--- config.mk ---
export PLATFORM = sky130hd
export DESIGN_NAME = dft2_input_commutator
export DESIGN_NICKNAME = d
export VERILOG_FILES = /design/src/rtl/dft2_input_commutator.sv
export SDC_FILE = /design/constraint.sdc
export NUM_CORES = 1
export LEC_CHECK = 0
export BUFFER_PORTS_ARGS = -buffer_cell sky130_fd_sc_hd__buf_4
export CAP_MARGIN = 25
export CORE_MARGIN = 2
export CORE_UTILIZATION = 50
export CTS_BUF_LIST = sky130_fd_sc_hd__clkbuf_2 sky130_fd_sc_hd__clkbuf_4 sky130_fd_sc_hd__clkbuf_8
export DETAILED_ROUTE_END_ITERATION = 6
export PLACE_DENSITY_LB_ADDON = 0.05
export RECOVER_POWER = 50
export SYNTH_ARGS = -nofsm -noshare
export SYNTH_HDL_FRONTEND = slang
export SYNTH_SLANG_ARGS = --single-unit
export TNS_END_PERCENT = 10
--- constraint.sdc ---
create_clock -name clk -period 3.7 [get_ports clk]
set_clock_uncertainty 0.2 [all_clocks]
set_input_delay 0.74 -clock clk [delete_from_list [all_inputs] [get_ports clk]]
set_output_delay 0.74 -clock clk [all_outputs]
set_load 0.05 [all_outputs]
--- src/rtl/dft2_input_commutator.sv ---
// Input commutator for the radix-2 DFT butterfly: buffers the first half of
// each N-point frame and emits (x[k], x[k+N/2], k) pairs on a registered output.
module dft2_input_commutator #(
    parameter int N  = 8,
    parameter int DW = 8,
    parameter int IW = 3
) (
    input  logic          clk,
    input  logic          rst,
    input  logic          in_valid,
    output logic          in_ready,
    input  logic [DW-1:0] in_data,
    output logic          out_valid,
    input  logic          out_ready,
    output logic [DW-1:0] out_a,
    output logic [DW-1:0] out_b,
    output logic [IW-1:0] out_index,
    output logic          out_last
);

    localparam int CW   = $clog2(N);
    localparam int KW   = CW - 1;
    localparam int HALF = N / 2;

    typedef enum logic {
        FILL = 1'b0,
        PAIR = 1'b1
    } state_e;

    state_e        state;
    logic [CW-1:0] cnt_q, cnt_d;
    logic [KW-1:0] k;
    logic [DW-1:0] buf_q [HALF];

    logic          out_valid_q, out_valid_d;
    logic [DW-1:0] out_a_q, out_a_d;
    logic [DW-1:0] out_b_q, out_b_d;
    logic [IW-1:0] out_index_q, out_index_d;
    logic          out_last_q, out_last_d;

    logic          in_xfer;
    logic          out_xfer;

    // State is the counter MSB; the low bits are the pair index in PAIR.
    always_comb begin
        state    = state_e'(cnt_q[CW-1]);
        k        = cnt_q[KW-1:0];
        in_ready = (state == FILL) || !out_valid_q || out_ready;
        in_xfer  = in_valid && in_ready;
        out_xfer = out_valid_q && out_ready;
    end

    always_comb begin
        cnt_d       = cnt_q;
        out_valid_d = out_valid_q;
        out_a_d     = out_a_q;
        out_b_d     = out_b_q;
        out_index_d = out_index_q;
        out_last_d  = out_last_q;

        if (out_xfer) begin
            out_valid_d = 1'b0;
        end
        if (in_xfer) begin
            cnt_d = cnt_q + CW'(1);
            if (state == PAIR) begin
                out_valid_d = 1'b1;
                out_a_d     = buf_q[k];
                out_b_d     = in_data;
                out_index_d = IW'(k);
                out_last_d  = &k;
            end
        end
    end

    always_ff @(posedge clk) begin
        if (rst) begin
            cnt_q       <= '0;
            out_valid_q <= 1'b0;
            out_a_q     <= '0;
            out_b_q     <= '0;
            out_index_q <= '0;
            out_last_q  <= 1'b0;
        end else begin
            cnt_q       <= cnt_d;
            out_valid_q <= out_valid_d;
            out_a_q     <= out_a_d;
            out_b_q     <= out_b_d;
            out_index_q <= out_index_d;
            out_last_q  <= out_last_d;
        end
    end

    // Buffer holds no reset value; entries are always written before being read.
    always_ff @(posedge clk) begin
        if (in_xfer && state == FILL) begin
            buf_q[k] <= in_data;
        end
    end

    assign out_valid = out_valid_q;
    assign out_a     = out_a_q;
    assign out_b     = out_b_q;
    assign out_index = out_index_q;
    assign out_last  = out_last_q;

endmodule

======== After elaboration in Yosys (flattened, before gate mapping) ========
Memory sizes are Yosys's and may differ from the RTL's. A register that Yosys moved wholly into a read port is not among the register bits.
Cells that the tools add are included.
Widths: inputs -> output; s select.
cells by class
  bitwise logic cells ..................... 1
  add/subtract/negate cells ............... 1
  reductions and logical operators ........ 8
  multiplexer cells ....................... 5
operator list
  kind                 number
  $mux 1               5
  $reduce_and 2->1     2
  $add 3x1->3 const B  1
  $logic_and 1x1->1    3
  $logic_or 1x1->1     2
  $logic_not 1->1      1
  $not 1->1            1
word-level totals
  bits of input ports ..................... 12
  bits in registers ....................... 15
  memory bits (writable) .................. 32
  output and inout port bits .............. 22
  memories kept ........................... 1
memory list
  name   depth  width  read ports  clocked after Yosys merged registers in  write ports  line  source
  buf_q  4      8      1           1                                        1            33    logic [DW-1:0] buf_q [HALF];

======== Longest topological paths before layout ========
  depth after elaboration ................. 7
  gate-level depth with buffers ........... 5

======== Worst setup path after synthesis ========
No wires, ideal clock.
  path kind ............................... in2out
  start ................................... in out_ready
  end ..................................... out in_ready
  stages on the path ...................... 2
  path buffers ............................ 0
  path slack .............................. 1.512 ns
  arrival ................................. 1.248 ns
  data required time ...................... 2.760 ns
  cells stage by stage .................... and3b_1 -> inv_1
between the ends
  word-level cells in the longest chain between the ends .. 1
ends and longest elaborated chain
  element           line  source
  start, declared   14    input logic out_ready,
  $logic_or 1x1->1  48    in_ready = (state == FILL) || !out_valid_q || out_ready;
  end, declared     11    output logic in_ready,
Every way passes these cells.

======== Final worst setup path ========
  start ................................... in in_valid
  end ..................................... reg out_b_q[6], in the netlist out_b[6]
between the ends
  word-level cells in the longest chain between the ends .. 2
ends and longest elaborated chain
  element                            line  source
  start, declared                    10    input logic in_valid,
  $logic_and 1x1->1                  49    in_xfer = in_valid && in_ready;
  $reduce_and 2->1 (no source line)  n/a
  end signal, assigned               88    out_b_q <= out_b_d;
  end, declared                      37    logic [DW-1:0] out_b_q, out_b_d;
Every way passes these cells.
A chain may end at the register's enable or synchronous reset.

==> results <==
- The number of hold violations in the final report is 0.
- Dividing the detail-routed via count by the number of cells gives between 6 and 7.
- The total of warnings raised by yosys is 0.
- For the pin with the worst max-slew slack, the measured transition is about 1100 ps.
- The H-tree generated during clock tree synthesis spans 2 levels.
- Setup slack closes at slightly below 1000 ps.
- In this run, CTS created clock tree buffers numbering 5.
- The area added between synthesis and finish is 9.75%.
- After synthesis, the share of flip-flops with an asynchronous set or reset is 0.
- For hold timing, the worst endpoint is out_a[4]$_SDFFE_PP0P_.
- In the final layout, the share of cells above drive strength 1 is 0.101.
- The maximum operating frequency is 368 MHz.
- The detailed router's first-iteration violation count is 75.
- The number of hold buffers added after CTS is 0.
- Pin placement for this block handled 34 I/O pins.
- The count of unresolved DRC violations after routing is 0.
- Prior to clock tree synthesis, the placed netlist has a worst setup slack of 1390 ps.
- The worst setup path is launched from a primary input.
- The die covers roughly 5000 sq um.
- Yosys mapped the design onto 23 distinct sky130hd cell types.
- After clock tree synthesis, the clock-pin slew on the worst setup and hold paths is about 100 ps.
- The largest single stage delay on the critical path is roughly 770 ps.
- Global routing finished with a remaining overflow of 0.
- The buffer type at the clock tree root is clkbuf_8.
- Setup violations remaining at the end of the flow were counted as 0.
- The repair_antennas step left the layout with diodes totalling 0.
- The number of setup buffers added after CTS is 0.
- The first-pass GRT wire length is approximately 7.2 mm.
- The number of routed nets with antenna violations is 0.
- The number of buffers on the longest clock path is 2.
- The core region area is ~4300 sq um.
- By instance count, the leading cell after synthesis is edfxtp_1.
- The final weighted congestion in routability-driven placement is slightly below 0.8.
- The post-synthesis net count is ~180.
- Along the worst path, the maximum fanout reaches 28.
- In this run the most critical hold path is launched from out_a[4]$_SDFFE_PP0P_.
- The headroom to the max-slew limit is 0.286.
- The total number of placement rows is 24.
- The final max-slew violation count is 0.
- The startpoint of the most critical register-to-register path is cnt_q[2]$_SDFFE_PP0N_.
- Setup repair after global routing left no endpoint under its margin.
- The most used flip-flop cell after synthesis is edfxtp_1.
- The register area share after synthesis is 0.636.
- Counting instances in the post-synthesis netlist gives the leading cell types as edfxtp_1, a21oi_1, dfxtp_1.
- The pre-antenna-repair detailed-routing pass consisted of 4 iterations.
- The dominant delay contributor by cell family on the critical path is buffers and inverters.
- The type of the tightest min-delay check is reg2reg.
- The average wire length per cell after detail routing is about 18 um.
- The setup slack of the most critical reg-to-reg path is around 1500 ps.
- The instance count along the most critical hold path is 2.
- The worst setup path is captured at a flip-flop.
- Dividing total power by cell area gives a power density of around 460 nW/um^2.
- The worst voltage drop across the vdd grid is about 0.33 mV.
- The shortest period the worst path allows is between 2000 and 3000 ps.
- The cell depth of the worst flop-to-flop path is 2.
- Entering global routing, the biggest net connects 29 pins.
- The end of the worst register-to-register path is buf_q[3][6]$_DFFE_PP_.
- The leakage power is between 0.7 and 0.8 nW.
- The wire-length estimate of the detail-placed layout is between 2 and 3 mm.
- The total number of clock tree sinks is 55.
- Detailed routing inserted a total of 1444 vias.
- The worst-skew pair later-pin latency is 310 ps.
- The flow ran to the end, and the final reports show no timing, DRC or antenna violations.
- The max capacitance violation total is 0.
- Sorting the synthesized cells by area gives the leading types as edfxtp_1, dfxtp_1, mux4_2, o31ai_1, nand4_1.
- Post-CTS repair changed the size of 0 cells.
- The die is ~71 um wide.
- The required time at the worst-slack endpoint is 3690 ps.
- The cell accounting for the most synthesized area is edfxtp_1.
- The number of flip-flops and latches in the synthesized netlist is 55.
- The arrival time at the worst endpoint is between 2000 and 3000 ps.
- The CTS tree is built.
- The via count of the first global-routing pass came to ~1400.
- The total negative slack for setup checks is 0 ps.
- The mapped cell area is about 2200 sq um.
- The initial antenna violation count is 0.
- The area fraction of the dominant cell type after synthesis is 0.430.
- The final layout contains routed wiring with a total length of approximately 4.4 mm.
- Of the available clock period, the critical path in the final layout requires 0.733.
- The starting density of the core is 0.516.
- In this run, synthesis inferred 32 flip-flops with an integrated enable.
- The slowest stage cell on the critical path is clkbuf_1.
- After the last flow step, the layout net total stands at 203.
- The critical path in this run is classified as in2reg.
- The combined global-route utilization of all metal layers is 0.187.
- Together, buffers and inverters on the worst path number 2.
- The cell count after synthesis is about 170.
- The average cell area after synthesis is about 14 sq um.
- The signal on the critical path passes through clkbuf_1, inv_1, o31ai_1, a21oi_1.
- The die extent in y is roughly 71 um.
- Buffers placed on the I/O ports in this run total 32.
[placed cells by master (no fill, tap or decap), types with 2 or more instances in the layout]
| cell type | netlist | routed |
|---|---|---|
| mux4_2 | 7 | 7 |
| ha_1 | 4 | 4 |
| edfxtp_1 | 32 | 32 |
| o21ai_0 | 2 | 2 |
| nand4_1 | 19 | 19 |
| nand3_1 | 2 | 2 |
| buf_4 | 2 | 4 |
| clkbuf_1 | 4 | 29 |
| a21oi_1 | 23 | 23 |
| o31ai_1 | 19 | 19 |
| clkbuf_8 | 0 | 5 |
| dfxtp_1 | 23 | 23 |
| inv_1 | 5 | 5 |
| and3_1 | 4 | 4 |
[worst max path at each step]
stage                                startpoint                    end  slack, ps  cells after the start
after global routing                   in_valid  out_b[5]$_SDFFE_PP0P_        840                      4
after global placement                out_ready               in_ready       1400                      4
after detailed placement              out_ready               in_ready       1390                      4
after floorplan                       out_ready               in_ready       1510                      2
final                                  in_valid  out_b[6]$_SDFFE_PP0P_        990                      4
after CTS                 cnt_q[2]$_SDFFE_PP0N_               in_ready       1100                      3
[sequential cells by signal, indices dropped and copies added, names as in the netlist]
register,count
out_b,8
out_last,1
buf_q,32
out_a,8
out_valid,1
out_index,2
cnt_q,3
[layout make-up]
cell class / count / area [sq um]
Clock inverter: 3 / 46.3
Sequential cell: 55 / 1420
Tap cell: 52 / 65.1
Inverter: 5 / 18.8
Fill cell: 389 / 1870
Timing Repair Buffer: 33 / 139
Multi-Input combinational cell: 87 / 692
Clock buffer: 5 / 68.8
[power by group]
group          switching [mW]  internal (mW)  total [mW]
registers              0.0116          0.663       0.674
clock network           0.197          0.204       0.401
logic                  0.0410         0.0235      0.0645
total                   0.249          0.890        1.14
[stage by stage]
stage | cells | hold WS (ps) | utilization | cell area [sq um] | total power [mW]
floorplan | 165 | 301 | - | 2230 | 0.733
global placement | 232 | 259 | 0.565 | 2440 | 0.757
detailed placement | 232 | 260 | 0.565 | 2440 | 0.759
CTS | 240 | 274 | 0.592 | 2560 | 1.15
global route | 240 | 295 | 0.567 | 2450 | 1.19
finish | 240 | 270 | 0.567 | 2450 | 1.14
[worst min-delay path: stages (launching register included)]
cell,delay [ps]
dfxtp_1,320
o31ai_1,60
a21oi_1,60
[layer usage]
layer,up-vias,wire length (um),GRT usage
met4,0,32,0.0377
met1,716,1970,0.260
met5,-,0,0
met2,39,2160,0.299
met3,4,194,0.0527
li1,685,-,-
[logic make-up after synthesis]
family          count (synthesis)  synth area share
simple gates                   30            0.0835
other cells                     1           0.00168
flops                          55             0.636
fa+ha+maj                       4            0.0224
buf+inv                        23            0.0538
mux                             8            0.0824
compound gates                 44             0.120
No activity file was read; power rests on OpenSTA's default activity.
